File: src/rtl/osd_text_writer_pkg.sv
// Shared definitions for the OSD text writer: opcodes, FSM states,
// screen geometry and the Apple-text character encoder.
package osd_text_writer_pkg;

    // Command opcodes presented on cmd_op.
    typedef enum logic [1:0] {
        OSD_OP_CHAR    = 2'd0,
        OSD_OP_NEWLINE = 2'd1,
        OSD_OP_CLEAR   = 2'd2,
        OSD_OP_GOTO    = 2'd3
    } osd_op_e;

    // Writer FSM states.
    typedef enum logic [1:0] {
        ST_IDLE       = 2'd0,
        ST_CLR_SCREEN = 2'd1,
        ST_CLR_LINE   = 2'd2
    } osd_state_e;

    localparam int          OSD_COLS       = 40;
    localparam int          OSD_ROWS       = 24;
    localparam logic [7:0]  OSD_BLANK_CHAR = 8'hA0;

    // Apple-text encoding: lower case folds onto upper case, normal video
    // sets bit 7, inverse video keeps only the low six bits.
    function automatic logic [7:0] encode_char(input logic [6:0] c, input logic inverse);
        logic [6:0] folded;
        folded = c;
        if (c[6:5] == 2'b11) begin
            folded[5] = 1'b0;
        end
        return inverse ? {2'b00, folded[5:0]} : {1'b1, folded};
    endfunction

endpackage

File: src/rtl/osd_text_writer_addr_map.sv
// Interleaved 40x24 text address map, identical to the one used by the
// video path: addr = row[2:0]*128 + row[4:3]*40 + col.
module osd_text_writer_addr_map (
    input  logic [4:0] row,
    input  logic [5:0] col,
    output logic [9:0] addr
);

    // Pure combinational address equation.
    always_comb begin
        addr = {row[2:0], 7'd0} + (10'(row[4:3]) * 10'd40) + 10'(col);
    end

endmodule

File: src/rtl/osd_text_writer.sv
// Writer side of the OSD screen RAM: accepts character/cursor commands,
// writes encoded bytes into RAM port A, and runs clear-screen and
// clear-line sweeps with their own counters so the cursor is left alone.
module osd_text_writer
    import osd_text_writer_pkg::*;
#(
    parameter int         COLS           = OSD_COLS,
    parameter int         ROWS           = OSD_ROWS,
    parameter logic [7:0] BLANK_CHAR     = OSD_BLANK_CHAR,
    parameter bit         CLEAR_ON_RESET = 1'b1
) (
    input  logic       clk,
    input  logic       rst_n,
    input  logic       cmd_valid,
    output logic       cmd_ready,
    input  logic [1:0] cmd_op,
    input  logic [6:0] cmd_char,
    input  logic       cmd_inverse,
    input  logic [4:0] cmd_row,
    input  logic [5:0] cmd_col,
    output logic [9:0] OSDScrAddr,
    output logic [7:0] OSDScrData,
    output logic       OSDScrWe,
    output logic [4:0] cursor_row,
    output logic [5:0] cursor_col
);

    localparam logic [5:0] LAST_COL  = 6'(COLS - 1);
    localparam logic [4:0] LAST_ROW  = 5'(ROWS - 1);
    localparam logic [5:0] COL_LIMIT = 6'(COLS);
    localparam logic [4:0] ROW_LIMIT = 5'(ROWS);
    localparam osd_state_e RESET_STATE = CLEAR_ON_RESET ? ST_CLR_SCREEN : ST_IDLE;

    osd_state_e state, state_next;
    osd_op_e    op;
    logic       accept;
    logic       at_last_cell;
    logic [4:0] sweep_row;
    logic [5:0] sweep_col;
    logic [4:0] map_row;
    logic [5:0] map_col;
    logic [9:0] map_addr;

    assign op           = osd_op_e'(cmd_op);
    assign cmd_ready    = rst_n && (state == ST_IDLE);
    assign accept       = cmd_valid && cmd_ready;
    assign at_last_cell = (cursor_row == LAST_ROW) && (cursor_col == LAST_COL);

    // One address map serves both paths: the cursor while idle, the sweep otherwise.
    assign map_row = (state == ST_IDLE) ? cursor_row : sweep_row;
    assign map_col = (state == ST_IDLE) ? cursor_col : sweep_col;

    osd_text_writer_addr_map u_addr_map (
        .row  (map_row),
        .col  (map_col),
        .addr (map_addr)
    );

    // FSM state register.
    always_ff @(posedge clk or negedge rst_n) begin
        if (!rst_n) begin
            state <= RESET_STATE;
        end else begin
            // NOTE: sequential state uses non-blocking assignments so every
            // register samples pre-edge values regardless of block ordering.
            state <= state_next;
        end
    end

    // Next-state logic: commands only start sweeps from IDLE; sweeps end on their last cell.
    always_comb begin
        // NOTE: default first so no path leaves state_next unassigned (no latch).
        state_next = state;
        unique case (state)
            ST_IDLE: begin
                if (accept) begin
                    unique case (op)
                        OSD_OP_CHAR:    if (at_last_cell) state_next = ST_CLR_LINE;
                        OSD_OP_NEWLINE: if (cursor_row == LAST_ROW) state_next = ST_CLR_LINE;
                        OSD_OP_CLEAR:   state_next = ST_CLR_SCREEN;
                        OSD_OP_GOTO:    state_next = ST_IDLE;
                        default:        state_next = ST_IDLE;
                    endcase
                end
            end
            ST_CLR_SCREEN: begin
                if (sweep_row == LAST_ROW && sweep_col == LAST_COL) state_next = ST_IDLE;
            end
            ST_CLR_LINE: begin
                if (sweep_col == LAST_COL) state_next = ST_IDLE;
            end
            default: state_next = ST_IDLE;
        endcase
    end

    // Datapath: cursor, sweep counters and the registered RAM port A outputs.
    always_ff @(posedge clk or negedge rst_n) begin
        if (!rst_n) begin
            cursor_row <= '0;
            cursor_col <= '0;
            sweep_row  <= '0;
            sweep_col  <= '0;
            OSDScrAddr <= '0;
            OSDScrData <= BLANK_CHAR;
            OSDScrWe   <= 1'b0;
        end else begin
            // Address/data hold the last written pair when idle; only the strobe drops.
            OSDScrWe <= 1'b0;
            unique case (state)
                ST_IDLE: begin
                    if (accept) begin
                        unique case (op)
                            OSD_OP_CHAR: begin
                                OSDScrAddr <= map_addr;
                                OSDScrData <= encode_char(cmd_char, cmd_inverse);
                                OSDScrWe   <= 1'b1;
                                if (cursor_col != LAST_COL) begin
                                    cursor_col <= cursor_col + 6'd1;
                                end else begin
                                    cursor_col <= '0;
                                    sweep_col  <= '0;
                                    if (cursor_row != LAST_ROW) begin
                                        cursor_row <= cursor_row + 5'd1;
                                    end else begin
                                        // Bottom-right wrap: back to the top and blank row 0.
                                        cursor_row <= '0;
                                        sweep_row  <= '0;
                                    end
                                end
                            end
                            OSD_OP_NEWLINE: begin
                                cursor_col <= '0;
                                sweep_col  <= '0;
                                if (cursor_row != LAST_ROW) begin
                                    cursor_row <= cursor_row + 5'd1;
                                end else begin
                                    cursor_row <= '0;
                                    sweep_row  <= '0;
                                end
                            end
                            OSD_OP_CLEAR: begin
                                sweep_row <= '0;
                                sweep_col <= '0;
                            end
                            OSD_OP_GOTO: begin
                                // Out-of-range targets are consumed without moving the cursor.
                                if (cmd_row < ROW_LIMIT && cmd_col < COL_LIMIT) begin
                                    cursor_row <= cmd_row;
                                    cursor_col <= cmd_col;
                                end
                            end
                            default: ;
                        endcase
                    end
                end
                ST_CLR_SCREEN: begin
                    OSDScrAddr <= map_addr;
                    OSDScrData <= BLANK_CHAR;
                    OSDScrWe   <= 1'b1;
                    if (sweep_col != LAST_COL) begin
                        sweep_col <= sweep_col + 6'd1;
                    end else begin
                        sweep_col <= '0;
                        if (sweep_row != LAST_ROW) begin
                            sweep_row <= sweep_row + 5'd1;
                        end else begin
                            sweep_row  <= '0;
                            cursor_row <= '0;
                            cursor_col <= '0;
                        end
                    end
                end
                ST_CLR_LINE: begin
                    OSDScrAddr <= map_addr;
                    OSDScrData <= BLANK_CHAR;
                    OSDScrWe   <= 1'b1;
                    sweep_col  <= (sweep_col != LAST_COL) ? sweep_col + 6'd1 : 6'd0;
                end
                default: ;
            endcase
        end
    end

endmodule

File: config.mk
export PLATFORM = sky130hd
export DESIGN_NAME = osd_text_writer
export DESIGN_NICKNAME = d
export VERILOG_FILES = /design/src/rtl/osd_text_writer_pkg.sv /design/src/rtl/osd_text_writer_addr_map.sv /design/src/rtl/osd_text_writer.sv
export SDC_FILE = /design/constraint.sdc
export NUM_CORES = 1
export LEC_CHECK = 0
export CORE_UTILIZATION = 45
export DETAILED_ROUTE_END_ITERATION = 10
export PLACE_DENSITY = 0.75
export SKIP_CTS_REPAIR_TIMING = 1
export SLEW_MARGIN = 20
export SYNTH_ARGS = -nofsm -noshare
export SYNTH_HDL_FRONTEND = slang
export SYNTH_SLANG_ARGS = --single-unit
File: constraint.sdc
create_clock -name clk -period 2.9 [get_ports clk]
set_input_delay 0.58 -clock clk [delete_from_list [all_inputs] [get_ports clk]]
set_output_delay 0.58 -clock clk [all_outputs]
set_load 0.1 [all_outputs]
======== Yosys cells after proc, flatten, opt, wreduce, memory -nomap -nowiden ========
Cells that the tools add are included.
cells by class
  add/sub/neg operators ................... 6
  $mul .................................... 1
  $lt $le $gt $ge ......................... 2
  equality and inequality tests ........... 27
  mux-type cells .......................... 47
  reductions and logical operators ........ 17
operator list
  operator                                       count
  two-way mux 5 bit                              12
  two-way mux 6 bit                              9
  one-hot mux 6 bit (2 select lines)             3
  one-hot mux 5 bit (3 select lines)             2
  two-way mux 8 bit                              3
  two-way mux 10 bit                             2
  one-hot mux 10 bit (2 select lines)            1
  one-hot mux 5 bit (2 select lines)             2
  one-hot mux 6 bit (3 select lines)             1
  one-hot mux 8 bit (2 select lines)             1
  adder 6 x 1 -> 6 bit, second input constant    2
  equality test 6 bit, second input constant     2
  != test 3 bit, second input constant           4
  != test 6 bit, second input constant           2
  adder 10 x 6 -> 10 bit                         1
  adder 10 x 8 -> 10 bit                         1
  adder 5 x 1 -> 5 bit, second input constant    2
  equality test 5 bit, second input constant     2
  two-way mux 2 bit                              5
  != test 2 bit, second input constant           5
  != test 5 bit, second input constant           2
  AND reduction 5 bit                            2
  equality test 2 bit, second input constant     4
  != test 4 x 1 -> 1 bit, second input constant  2
  other kinds (18)                               28
storage, ports and cells
  bits in registers ....................... 43
  input port bits ......................... 24
  output and inout port bits .............. 31
  logic and storage cells ................. 108

======== Depth between registers and ports, before layout ========
  depth after elaboration ................. 8
  depth in mapped cells ................... 12
  gate-level depth less buffers ........... 10

======== Cells and area by module ========
Synthesis repeated with hierarchy kept, for this count alone.
unflattened totals
  cells, all modules ...................... 298
  area, all modules ....................... 2,746.4 sq um
by module, submodules not included
  module                    instances  cells each  area each (sq um)  sequential area each (sq um)
  osd_text_writer           1          278         2,570.0            1,079.8
  osd_text_writer_addr_map  1          20          176.4              0.0

======== Worst setup path after synthesis ========
Ideal clock, no wire load.
  path type ............................... register to register
  start point ............................. register state[1]
  end point ............................... register OSDScrAddr[9]
  setup time .............................. 136 ps
  data arrival time ....................... 2,742 ps
  required time ........................... 2,764 ps
  setup slack ............................. 21 ps
  cell stages (with the launch flop) ...... 13
  path buffers ............................ 2
  period minus slack after synthesis ...... 2,879 ps
  cell sequence ........................... dfrtp_1 -> inv_1 -> ha_1 -> buf_2 -> buf_1 -> mux2_2 -> ha_1 -> fa_1 -> a21oi_1 -> nor2_1 -> nand2_1 -> xnor2_1 -> o21ai_0
on the way
  word-level cells in the longest chain between the ends .. 8
  elaborated cells on any way between the ends .. 18
  classes of those cells .................. add/sub (2); mul (1); eq/ne (4); mux (5); reduce/logical (6)
ends and longest elaborated chain
  what                                 RTL line                        source
  from (decl)                          osd_text_writer.sv:34           osd_state_e state, state_next;
  from (signal assigned)               osd_text_writer.sv:66           state <= state_next;
  logical NOT 2 bit                    n/a
  two-way mux 5 bit                    osd_text_writer.sv:50           assign map_row = (state == ST_IDLE) ? cursor_row : sweep_row;
  multiplier 2 x 3 -> 5 bit            osd_text_writer_addr_map.sv:11  addr = {row[2:0], 7'd0} + (10'(row[4:3]) * 10'd40) + 10'(col);
  adder 10 x 8 -> 10 bit               osd_text_writer_addr_map.sv:11
  adder 10 x 6 -> 10 bit               osd_text_writer_addr_map.sv:11
  two-way mux 10 bit                   osd_text_writer.sv:112          unique case (op)
  two-way mux 10 bit                   osd_text_writer.sv:111          if (accept) begin
  one-hot mux 10 bit (2 select lines)  osd_text_writer.sv:109          unique case (state)
  to (signal assigned)                 osd_text_writer.sv:114          OSDScrAddr <= map_addr;
  to (signal assigned)                 osd_text_writer.sv:157          OSDScrAddr <= map_addr;
  to (signal assigned)                 osd_text_writer.sv:174          OSDScrAddr <= map_addr;
  to (decl)                            osd_text_writer.sv:21           output logic [9:0] OSDScrAddr,
Parallel ways exist; a longest one is shown, timed or not. The select of a mux whose other input is x is not followed.
A chain may end at the register's enable or synchronous reset.

======== Worst setup path after layout ========
  start point ............................. register state[0]
  end point ............................... register OSDScrAddr[8]
Same word-level chain as after synthesis.

==> results.py <==
metrics = {
    "synth": {
        "ys_types": 57,
        "synth_edf_count": 0,
        "seq_area_frac_synth_pct": 41.00,
        "synth-seq-cells": 43,
        "synthFlopType": "dfrtp_1",
        "syn_inst": 278,
        "async_reset_ff_share_pct": 100.0,
        "avgSynthCellArea_um2": 9.474,
        "syn-num-nets": 318,
        "yosysWarnings": 0,
        "syn-cell-area_um2": 2634,
    },
    "timing": {
        "finalMaxSlewViolations": 0,
        "setup_tns_ns": 0,
        "setup_viol": 0,
        "fin_skew_ns": 0.006529,
        "clock.fmax_ghz": 0.3844,
        "worst_pin_slew_ns": 1.022,
        "relSlewSlack_pct": 31.39,
        "finalCritPeriodShare_pct": 89.72,
        "hold_violations": 0,
        "min_period_ns": 2.602,
        "rsz0062_at_grt": "false",
    },
    "detailed_routing": {
        "drtPass1Iterations": 4,
        "ant_nets": 0,
        "wl_per_cell_um": 14.58,
        "routed_wl_mm": 6.067,
        "route.vias.total": 2326,
        "viasPerCell": 5.591,
        "drc": 0,
        "initialDrtViolationCount": 82,
    },
    "job": {
        "maxCapViolations": 0,
    },
    "finish": {
        "multiInputGateArea_um2": 1465,
        "fillers": 528,
        "register_area_um2": 1080,
        "nNetsFinal": 383,
        "antennaDiodeCount": 0,
        "area_growth_pct": 27.51,
        "drive_gt1_share_pct": 21.22,
    },
    "global_routing": {
        "grt_overflow": 0,
        "grt_pass1_wl_mm": 10.32,
        "grt_max_degree": 26,
        "antenna_found_initial": 0,
        "grt.total_usage_pct": 21.50,
        "grt_pass1_vias": 2132,
    },
    "critical_path": {
        "crit_type": "reg2reg",
        "crit_fanout": 7,
        "worst_ep_required_time_ns": 3.12,
        "critPathArrivalTime_ns": 2.83,
        "endpoint_kind": "flop",
        "worstSetupStartpointType": "flop",
    },
    "die": {
        "die_w_um": 78.51,
        "core-area_um2": 5574,
        "die-area_um2": 6163,
        "rows": 27,
        "fp.dieH_um": 78.51,
        "start_util_pct": 47.25,
        "boundaryPins": 55,
    },
    "place": {
        "gp_congestion": 0.8610,
        "hpwl_mm": 4.515,
        "port_buffers": 54,
    },
    "cts": {
        "clock_sink_count": 43,
        "insertion_delay_ns": 0.30,
        "clkTransAtPathRegs_ns": 0.08,
        "cts_buffers": 5,
        "clockBufferDepth": 2,
        "htreeDepth": 2,
        "cts_tree": "done",
        "root_buffer": "clkbuf_8",
    },
    "status": {
        "outcome": "finished, final reports clean",
    },
    "hold_path": {
        "worstHoldPathType": "in2async",
    },
}
==> synthesized netlist by cell type (2+ instances only) <==
library cell	instances	share of area (%)
a32oi_1	3	1.0
o2bb2ai_1	4	1.3
nand3_1	15	2.9
a21boi_0	3	0.86
clkbuf_1	5	0.71
nor2b_1	3	0.71
nand3b_1	3	0.86
dfrtp_1	40	38
mux2i_1	11	4.2
xor2_1	2	0.67
buf_2	2	0.38
nand2_1	36	5.1
xnor2_1	5	1.7
nor3_1	4	0.76
nand4_1	3	0.71
a22o_1	6	2.0
o31ai_1	2	0.57
ha_1	15	7.1
o21ai_0	11	2.1
buf_1	2	0.29
mux2_2	12	5.1
o311ai_0	2	0.67
a22oi_1	3	0.86
inv_1	11	1.6
a21oi_1	16	3.0
and2_1	2	0.47
nor2_1	25	3.6
dfstp_2	3	3.0
==> routing by layer <==
layer	up-vias	global-route usage, %	part of all wire (%)
li1	1131	-	-
met1	1115	29.70	48
met2	75	34.17	46
met3	5	4.070	5.5
met4	0	6.111	0.87
met5	-	0	0
==> flip-flops by register name, indices dropped and copies added, names as in the netlist <==
name        count
OSDScrWe        1
OSDScrAddr     10
cursor_col      6
OSDScrData      8
sweep_col       6
state           2
sweep_row       5
cursor_row      5
==> kinds of logic after synthesis <==
kind of cell	Yosys count	share of synthesized area, %
muxes	23	9.311
xor gates and xnor gates	7	2.328
adders and majority gates	16	7.886
DFF	43	41.00
AOI/OAI and AO/OA	62	16.20
buffers and inverters	21	3.373
and+or+nand+nor	106	19.91
==> final cells by class <==
class,instances,area share [%]
clock buffers,7,2.273
clock inverters,1,0.8942
inverters,11,1.230
multi-input cells,214,43.63
flip-flops and latches,43,32.15
well taps,72,2.683
repair buffers,68,17.14
==> final timing paths <==
path | from | to | slack, ns | cells after the start
setup / recovery | state[0]$_DFFE_PN1P_ | OSDScrAddr[8]$_DFFE_PN0P_ | 0.30 | 10
hold / removal | rst_n | cursor_col[4]$_DFFE_PN0P_ | 0.13 | 1
setup reg to reg | state[0]$_DFFE_PN1P_ | OSDScrAddr[8]$_DFFE_PN0P_ | 0.30 | 10
hold reg to reg | OSDScrAddr[3]$_DFFE_PN0P_ | OSDScrAddr[3]$_DFFE_PN0P_ | 0.48 | 2
max in group asynchronous | rst_n | OSDScrData[7]$_DFFE_PN1P_ | 2.14 | 2
min in group clk | OSDScrAddr[3]$_DFFE_PN0P_ | OSDScrAddr[3]$_DFFE_PN0P_ | 0.48 | 2
==> layout by cell type (no fill, tap or decap), types with 2 or more instances in the layout <==
| cell type | synthesis | final |
|---|---|---|
| nor2b_1 | 3 | 3 |
| clkbuf_1 | 5 | 2 |
| o311ai_0 | 2 | 2 |
| o31ai_1 | 2 | 2 |
| a32oi_1 | 3 | 3 |
| and2_1 | 2 | 2 |
| a21oi_1 | 16 | 16 |
| clkdlybuf4s50_1 | 0 | 22 |
| mux2_2 | 12 | 12 |
| nor3_1 | 4 | 4 |
| dfrtp_1 | 40 | 40 |
| o21ai_0 | 11 | 11 |
| nand3b_1 | 3 | 3 |
| a22o_1 | 6 | 6 |
| nand3_1 | 15 | 15 |
| ha_1 | 15 | 15 |
| xnor2_1 | 5 | 5 |
| nand2_1 | 36 | 36 |
| a22oi_1 | 3 | 3 |
| a21boi_0 | 3 | 3 |
| xor2_1 | 2 | 2 |
| o2bb2ai_1 | 4 | 4 |
| buf_4 | 0 | 44 |
| nand4_1 | 3 | 3 |
| mux2i_1 | 11 | 11 |
| inv_1 | 11 | 11 |
| clkbuf_8 | 0 | 5 |
| dfstp_2 | 3 | 3 |
| nor2_1 | 25 | 25 |
==> critical path: stages, from the launching register on <==
cell and delay [ns]:
dfstp_2 0.55, inv_1 0.07, ha_1 0.32, mux2i_1 0.36
inv_1 0.14, ha_1 0.31, a21o_1 0.15, a21oi_1 0.22
nor3_1 0.10, xor2_1 0.17, o21ai_0 0.13
==> per-stage QoR <==
step | setup slack, ns | instances | utilization, % | area, um^2 | hold slack [ns]
6_report | 0.2982 | 416 | 60.25 | 3358 | 0.1345
5_1_grt | 0.03212 | 416 | 60.25 | 3358 | 0.1471
4_1_cts | 0.2756 | 416 | 60.25 | 3358 | 0.1401
3_5_place_dp | 0.05392 | 408 | 58.34 | 3252 | 0.4558
3_3_place_gp | 0.08454 | 408 | 58.34 | 3252 | 0.4543
2_1_floorplan | 0.02149 | 278 | - | 2634 | 0.2844
Power is left out: the tool's default activity adds up to more than one toggle a clock period on the data nets, which glitch-free logic cannot reach.
